File: src/rtl/time_keeper.sv
// rtl/time_keeper.sv - BCD 24-hour time of day with two-button set mode and blink masks.
// Every field is kept directly as BCD tens/ones digits, so no binary-to-BCD conversion is needed.
module time_keeper #(
  parameter int RESET_HOUR = 0,
  parameter int RESET_MIN  = 0
) (
  input  logic       clk,
  input  logic       rst,
  input  logic       pulse_1hz,
  input  logic       pulse_500ms,
  input  logic       btn_mode,
  input  logic       btn_inc,
  output logic [1:0] hour_tens,
  output logic [3:0] hour_ones,
  output logic [2:0] min_tens,
  output logic [3:0] min_ones,
  output logic [2:0] sec_tens,
  output logic [3:0] sec_ones,
  output logic [1:0] mode,
  output logic       hour_blank,
  output logic       min_blank,
  output logic       day_wrap
);

  localparam logic [1:0] RUN      = 2'b00;
  localparam logic [1:0] SET_HOUR = 2'b01;
  localparam logic [1:0] SET_MIN  = 2'b10;

  localparam logic [1:0] RST_HT = 2'(RESET_HOUR / 10);
  localparam logic [3:0] RST_HO = 4'(RESET_HOUR % 10);
  localparam logic [2:0] RST_MT = 3'(RESET_MIN / 10);
  localparam logic [3:0] RST_MO = 4'(RESET_MIN % 10);

  logic [1:0] hour_tens_q, hour_tens_d;
  logic [3:0] hour_ones_q, hour_ones_d;
  logic [2:0] min_tens_q, min_tens_d;
  logic [3:0] min_ones_q, min_ones_d;
  logic [2:0] sec_tens_q, sec_tens_d;
  logic [3:0] sec_ones_q, sec_ones_d;
  logic [1:0] mode_q, mode_d;
  logic       blink_q, blink_d;
  logic       day_wrap_q, day_wrap_d;
  logic       hour_blank_q, min_blank_q;

  logic sec_max, min_max, hour_max;

  // Modulo-60 BCD increment: {tens, ones}; wraps 59 -> 00.
  function automatic logic [6:0] inc_sixty(input logic [2:0] tens, input logic [3:0] ones);
    if (ones != 4'd9)      return {tens, ones + 4'd1};
    else if (tens != 3'd5) return {tens + 3'd1, 4'd0};
    else                   return 7'd0;
  endfunction

  // Modulo-24 BCD increment: {tens, ones}; wraps 23 -> 00.
  function automatic logic [5:0] inc_hour(input logic [1:0] tens, input logic [3:0] ones);
    if (tens == 2'd2 && ones == 4'd3) return 6'd0;
    else if (ones == 4'd9)            return {tens + 2'd1, 4'd0};
    else                              return {tens, ones + 4'd1};
  endfunction

  assign sec_max  = (sec_tens_q == 3'd5) && (sec_ones_q == 4'd9);
  assign min_max  = (min_tens_q == 3'd5) && (min_ones_q == 4'd9);
  assign hour_max = (hour_tens_q == 2'd2) && (hour_ones_q == 4'd3);

  always_comb begin
    hour_tens_d = hour_tens_q;
    hour_ones_d = hour_ones_q;
    min_tens_d  = min_tens_q;
    min_ones_d  = min_ones_q;
    sec_tens_d  = sec_tens_q;
    sec_ones_d  = sec_ones_q;
    mode_d      = mode_q;
    blink_d     = blink_q;
    day_wrap_d  = 1'b0;

    if (btn_mode) begin
      // Mode change beats both a coincident tick and a coincident increment.
      blink_d = 1'b0;
      case (mode_q)
        RUN: begin
          mode_d     = SET_HOUR;
          sec_tens_d = 3'd0;
          sec_ones_d = 4'd0;
        end
        SET_HOUR: mode_d = SET_MIN;
        default:  mode_d = RUN;
      endcase
    end else begin
      case (mode_q)
        RUN: begin
          if (pulse_500ms) blink_d = ~blink_q;
          if (pulse_1hz) begin
            {sec_tens_d, sec_ones_d} = inc_sixty(sec_tens_q, sec_ones_q);
            if (sec_max) begin
              {min_tens_d, min_ones_d} = inc_sixty(min_tens_q, min_ones_q);
              if (min_max) begin
                {hour_tens_d, hour_ones_d} = inc_hour(hour_tens_q, hour_ones_q);
                day_wrap_d = hour_max;
              end
            end
          end
        end
        SET_HOUR, SET_MIN: begin
          if (btn_inc) begin
            blink_d = 1'b0;
            if (mode_q == SET_HOUR)
              {hour_tens_d, hour_ones_d} = inc_hour(hour_tens_q, hour_ones_q);
            else
              {min_tens_d, min_ones_d} = inc_sixty(min_tens_q, min_ones_q);
          end else if (pulse_500ms) begin
            blink_d = ~blink_q;
          end
        end
        default: begin
          mode_d  = RUN;
          blink_d = 1'b0;
        end
      endcase
    end
  end

  always_ff @(posedge clk) begin
    if (rst) begin
      hour_tens_q  <= RST_HT;
      hour_ones_q  <= RST_HO;
      min_tens_q   <= RST_MT;
      min_ones_q   <= RST_MO;
      sec_tens_q   <= 3'd0;
      sec_ones_q   <= 4'd0;
      mode_q       <= RUN;
      blink_q      <= 1'b0;
      day_wrap_q   <= 1'b0;
      hour_blank_q <= 1'b0;
      min_blank_q  <= 1'b0;
    end else begin
      hour_tens_q  <= hour_tens_d;
      hour_ones_q  <= hour_ones_d;
      min_tens_q   <= min_tens_d;
      min_ones_q   <= min_ones_d;
      sec_tens_q   <= sec_tens_d;
      sec_ones_q   <= sec_ones_d;
      mode_q       <= mode_d;
      blink_q      <= blink_d;
      day_wrap_q   <= day_wrap_d;
      hour_blank_q <= (mode_d == SET_HOUR) && blink_d;
      min_blank_q  <= (mode_d == SET_MIN) && blink_d;
    end
  end

  assign hour_tens  = hour_tens_q;
  assign hour_ones  = hour_ones_q;
  assign min_tens   = min_tens_q;
  assign min_ones   = min_ones_q;
  assign sec_tens   = sec_tens_q;
  assign sec_ones   = sec_ones_q;
  assign mode       = mode_q;
  assign hour_blank = hour_blank_q;
  assign min_blank  = min_blank_q;
  assign day_wrap   = day_wrap_q;

endmodule

File: config.mk
export PLATFORM = sky130hd
export DESIGN_NAME = time_keeper
export DESIGN_NICKNAME = d
export VERILOG_FILES = /design/src/rtl/time_keeper.sv
export SDC_FILE = /design/constraint.sdc
export NUM_CORES = 1
export LEC_CHECK = 0
export CAP_MARGIN = 10
export CORE_UTILIZATION = 45
export CTS_BUF_LIST = sky130_fd_sc_hd__clkbuf_16
export CTS_CLUSTER_SIZE = 12
export DETAILED_ROUTE_END_ITERATION = 10
export PLACE_DENSITY_LB_ADDON = 0.08
export SETUP_SLACK_MARGIN = 0.02
export SLEW_MARGIN = 20
export SYNTH_ARGS = -nofsm -noshare
export SYNTH_HDL_FRONTEND = slang
export SYNTH_SLANG_ARGS = --single-unit
export TNS_END_PERCENT = 20
File: constraint.sdc
create_clock -name clk -period 1.9 [get_ports clk]
set_input_delay 0.38 -clock clk [delete_from_list [all_inputs] [get_ports clk]]
set_output_delay 0.38 -clock clk [all_outputs]
set_load 0.05 [all_outputs]
==> flow_summary.toml, run 1 <==
[outcome]
status = "finished with violations"
violations = "negative setup slack"

[cts]
htree_levels = 1
cts-root-buf = "clkbuf_16"
clkTransAtPathRegs_ns = 0.06
clockBufferDepth = 2
cts_sinks = 26
worstSkewPairLatency_ns = 0.26
cts_tree = "yes"
numCtsBuffers = 3

[drt]
first_iter_violations = 38
dr_total_vias = 1448
ant_nets = 0
wl_per_cell_um = 13.4
drt-total-wl_mm = 3.59
drc = 0
drt_first_pass_iters = 4
viasPerCell = 5.42

[critical_path]
crit_path_end_kind = "register"
slowest_stage = "or4_4"
cp_top_family = "simple AND/OR/NAND/NOR gates"
cp-start-kind = "register"
arrival_ns = 2.10
crit_buf_inv = 1
critPathMaxStageDelay_ns = 0.46
crit_chain = "inv_4 > ha_4 > nor2b_4 > or4_4 > or3_4 > a32o_1"
crit_fanout = 5
path_class = "reg -> reg"
worstPathRequired_ns = 2.05

[synth]
synth_cells = 166
yosys_warnings = 0
synth_area_sq_mm = 0.00143
synth_area_leaders = "dfxtp_1 36%, ha_1 7.9%, or4_1 4.2%"
postSynthNetCount = 181
yosys.area.top_type = "dfxtp_1"
syn-mean-instance-area_sq_um = 8.64
ys_seq_elements = 26
synth_seq_area_share = 0.363
synth_top_area_frac = 0.363
ys_types = 41

[cells_and_area]
drive_gt1_frac = 0.390
layout_commonest_cell = "buf_4"
final_cell_area_sq_mm = 0.00217
mostFrequentLayoutCells = "44 x buf_4, 12 x nor2_1, 12 x dfxtp_1, 12 x clkdlybuf4s50_1"
final_util = 0.716
diodes = 0
area_growth_pct = 51.2
final_nets = 239

[global_route]
grt_pass1_vias = 1370
grt_use_total = 0.228
antenna_found_initial = 0
grt_max_degree = 18
grt_first_pass_wirelength_mm = 6.05
grt_overflow = 0

[die]
fp.dieH_um = 58.5
ios = 31
dieArea_sq_mm = 0.00342
dieWidth_um = 58.5
start_util = 0.474
coreArea_sq_mm = 0.00303
num_rows = 20

[power_and_ir_drop]
powerDensity_mw_per_mm2 = 634
leakage_nw = 0.865
peakVddDrop_uv = 441

[place]
io_buffers = 30
pre_cts_slack_ns = -0.343
postPlaceCellArea_sq_mm = 0.00199
dpl.hpwl_mm = 2.64
place.gp.congestion = 0.843

[sta]
relSlewSlack = 0.662
fmax_mhz = 514
setup_viol = 2
setup_slack_ns = -0.0472
rsz0062_at_grt = "true"
fin_crit_sh = 1.02
worst-slew-pin-transition_ns = 0.506
finalHoldViolations = 0
min_period_ns = 1.95
worst_hold_slack_ns = 0.495
drv_slew = 0
fin_worst_skew_ns = 0.00266

[run]
maxCapViolCount = 0

[worst_hold_path]
hold_path.class = "reg -> reg"
==> worst paths after layout <==
check,end,slack (ns),depth (start not counted),startpoint
max,hour_tens[0],-0.05,6,mode[1]
min,min_tens[0],0.49,2,min_tens[0]
max reg2reg,hour_tens[0],-0.05,6,mode[1]
min reg2reg,min_tens[0],0.49,2,min_tens[0]
==> stage by stage <==
stage	total power, mW	cells	TNS, ns
after global placement	0.884	262	-4.22
after global routing	1.44	267	-0.277
after CTS	1.38	267	-0.0931
after detailed placement	0.893	262	-4.64
after floorplan	0.763	166	-0.175
final	1.37	267	-0.0888
==> power by group <==
| part | switching (mW) | leakage, nW | internal, mW |
|---|---|---|---|
| logic | 0.180 | 0.608 | 0.152 |
| clock network | 0.185 | 0.0385 | 0.282 |
| registers | 0.0151 | 0.218 | 0.560 |
| total | 0.380 | 0.865 | 0.994 |
==> Yosys cell counts <==
library cell / instances
a21oi_1: 11
o21ai_0: 8
o41ai_1: 2
o21a_1: 3
a31oi_1: 3
nor2b_1: 2
nand3_1: 4
or2_2: 1
a21bo_2: 1
nor4_1: 6
a211oi_1: 1
xor2_1: 2
nand4bb_1: 1
nand4b_1: 1
dfxtp_1: 26
a21o_1: 1
o41a_1: 1
o22ai_1: 1
nor3b_1: 1
nand2b_1: 3
or3_1: 2
nor2_1: 13
mux2_2: 1
xnor2_1: 2
nand3b_1: 4
inv_1: 13
nor3_1: 3
nand4b_4: 1
mux2i_1: 2
o31ai_1: 3
ha_1: 9
nand4_1: 4
and2b_1: 2
a31o_2: 1
nand2_1: 8
or4_1: 8
a32o_1: 2
buf_1: 2
clkbuf_1: 4
or4b_2: 2
and4bb_2: 1
==> per-layer routing <==
metal	vias up	wire, um	GRT usage
li1	732	-	-
met1	672	1680	0.286
met2	33	1720	0.386
met3	11	112	0.0440
met4	0	81	0.0918
met5	-	0	0
==> worst min-delay path, stage by stage, from the launching register on <==
cell and delay, ns:
dfxtp_2 0.34, o41ai_1 0.06, a21oi_1 0.05
==> layout make-up <==
cell class	count	area (sq um)
sequential	26	546
tap	44	55.1
timing repair buffer	59	484
clock inverter	1	3.75
multi-input combinational	121	953
inverter	13	51.3
clock buffer	3	75.1
fill	254	860
==> state kept, by name, summed over array words and instances, names as in the netlist <==
| name | cells |
|---|---|
| hour_blank | 1 |
| blink_q | 1 |
| mode | 2 |
| sec_tens | 3 |
| min_blank | 1 |
| hour_ones | 4 |
| day_wrap | 1 |
| hour_tens | 2 |
| min_tens | 3 |
| sec_ones | 4 |
| min_ones | 4 |
==> kinds of logic after synthesis <==
| logic type | after synthesis | synth area share |
|---|---|---|
| AOI/OAI and AO/OA | 38 | 0.173 |
| xor gates and xnor gates | 4 | 0.0244 |
| adders and majority gates | 9 | 0.0785 |
| buffers and inverters | 19 | 0.0497 |
| DFF | 26 | 0.363 |
| muxes | 3 | 0.0218 |
| and+or+nand+nor | 67 | 0.290 |
==> repair_timing <==
item,4_1_cts,5_1_grt
gates resized for setup,8,10
hold buffers,0,0
endpoints found under the setup margin,9,14
pin swaps,1,6
setup buffers,1,0
gates cloned,0,0
Power figures use the tool's default switching activity.
==> inputs of run 2 (changes only) <==
- CTS_CLUSTER_DIAMETER: not set -> 100
==> results of run 2 <==
No change in the layout: final DEF, timing and power equal those of run 1.
==> inputs of run 3 (changes only) <==
- CORE_UTILIZATION: 45 -> 47
- CTS_BUF_LIST: sky130_fd_sc_hd__clkbuf_16 -> sky130_fd_sc_hd__clkbuf_8
- MAX_ROUTING_LAYER: not set -> met4
==> run 3 against run 2 <==
The run ends with design-rule violations, negative setup slack left. Clock skew rose by 0.0093 ns. Non-clock buffer count rose by 2. Global-route usage rose by 2.1 points. Final cell count fell by 4.1%. Critical path type unchanged. Largest power group unchanged.
==> flow_summary.toml, run 3 (synthesis results as in run 1) <==
[worst_hold_path]
min_from = "min_tens[0]"
hold_path.class = "reg -> reg"
hold_path_end = "min_tens[0]"
hold_path_depth = 2

[sta]
finalHoldViolations = 0
drv_slew = 0
rsz0062_at_grt = "true"
worst-slew-pin-transition_ns = 0.504
relSlewSlack = 0.663
setup_slack_ns = -0.0571
fmax_mhz = 511
fin_worst_skew_ns = 0.0120
setup_viol = 2
worst_hold_slack_ns = 0.506
min_period_ns = 1.96
fin_crit_sh = 1.03

[power_and_ir_drop]
powerDensity_mw_per_mm2 = 597
peakVddDrop_uv = 491
power_mw = 1.28
leakage_nw = 0.885

[die]
num_rows = 19
start_util = 0.507
ios = 31
fp.dieH_um = 57.2
coreArea_sq_mm = 0.00283
dieArea_sq_mm = 0.00328
dieWidth_um = 57.2

[place]
io_buffers = 30
postPlaceCellArea_sq_mm = 0.00197
place.gp.congestion = 0.817
dpl.hpwl_mm = 2.67
dp.cells = 249
pre_cts_slack_ns = -0.392

[cells_and_area]
fillers = 206
layout_commonest_cell = "buf_4"
instances_no_fill = 256
area_growth_pct = 49.2
final_nets = 241
final_cell_area_sq_mm = 0.00214
diodes = 0
mostFrequentLayoutCells = "45 x buf_4, 12 x nor2_1, 12 x dfxtp_1, 12 x clkdlybuf4s50_1"
drive_gt1_frac = 0.396

[global_route]
grt_overflow = 0
grt_max_degree = 18
grt_first_pass_wirelength_mm = 6.23
grt_pass1_vias = 1433
antenna_found_initial = 0
grt_use_total = 0.249

[critical_path]
worstPathRequired_ns = 2.06
crit_fanout = 4
r2r_cells = 6
rrSetupSlack_ns = -0.06
cp-start-kind = "register"
rr_endpoint = "hour_tens[0]"
crit_path_end_kind = "register"
arrival_ns = 2.12
path_class = "reg -> reg"
reg2reg_from = "mode[1]"

[outcome]
status = "finished with violations"
violations = "design-rule violations, negative setup slack"

[cts]
cts_tree = "yes"
clkTransAtPathRegs_ns = 0.09
cts-root-buf = "clkbuf_8"
worstSkewPairLatency_ns = 0.28
htree_levels = 1
clockBufferDepth = 2
numCtsBuffers = 3
cts_sinks = 26

[drt]
drc = 6
first_iter_violations = 56
drt-total-wl_mm = 3.90
ant_nets = 0
viasPerCell = 5.83
wl_per_cell_um = 15.2
dr_total_vias = 1492
drt_first_pass_iters = 7

[run]
maxCapViolCount = 0
run 3: per-stage QoR:
stage                     utilization  TNS [ns]
after floorplan                     -    -0.175
after global placement          0.698     -3.85
after detailed placement        0.698     -4.65
after CTS                       0.731    -0.102
after global routing            0.756    -0.214
final                           0.756    -0.106
run 3: what timing repair did:
action | CTS | global route
endpoints found under the setup margin | 11 | 13
gates cloned | 0 | 0
resized for setup | 11 | 10
hold buffers | 0 | 0
pin swaps | 1 | 5
buffers inserted | 0 | 3
run 3: worst max path at each step:
stage	from	to	slack, ns	depth (start not counted)
floorplan	mode[1]	hour_tens[0]	-0.09	6
global placement	pulse_1hz	min_tens[2]	-0.34	5
detailed placement	pulse_1hz	min_tens[2]	-0.39	5
CTS	mode[1]	hour_tens[0]	-0.05	6
global route	mode[1]	hour_tens[0]	-0.09	6
finish	mode[1]	hour_tens[0]	-0.06	6
run 3: worst max-delay path, stage by stage, from the launching register on:
cell and delay [ns]:
dfxtp_4 0.38, inv_4 0.04, ha_4 0.23, nor2b_4 0.12, or4_4 0.45, or3_4 0.35, a32o_1 0.26
run 3: layout make-up:
class                           instances  area, sq um  share of cell area
Tap cell                               31         38.8              0.0181
Inverter                               13         51.3              0.0240
Multi-Input combinational cell        121          946               0.442
Timing Repair Buffer                   61          503               0.235
Clock buffer                            4         55.1              0.0257
Sequential cell                        26          546               0.255
run 3: per-layer routing:
| layer | up-vias | global-route usage | routed length (um) |
|---|---|---|---|
| met5 | - | - | 0 |
| met4 | 0 | 0.0662 | 86 |
| met3 | 13 | 0.0522 | 185 |
| met2 | 46 | 0.415 | 1920 |
| met1 | 708 | 0.306 | 1700 |
| li1 | 725 | - | - |
run 3: where the power goes:
group / total, mW / internal, mW / switching, mW / leakage, nW
combinational: 0.343 / 0.157 / 0.186 / 0.638
clock: 0.361 / 0.185 / 0.176 / 0.0288
sequential: 0.574 / 0.560 / 0.0145 / 0.218
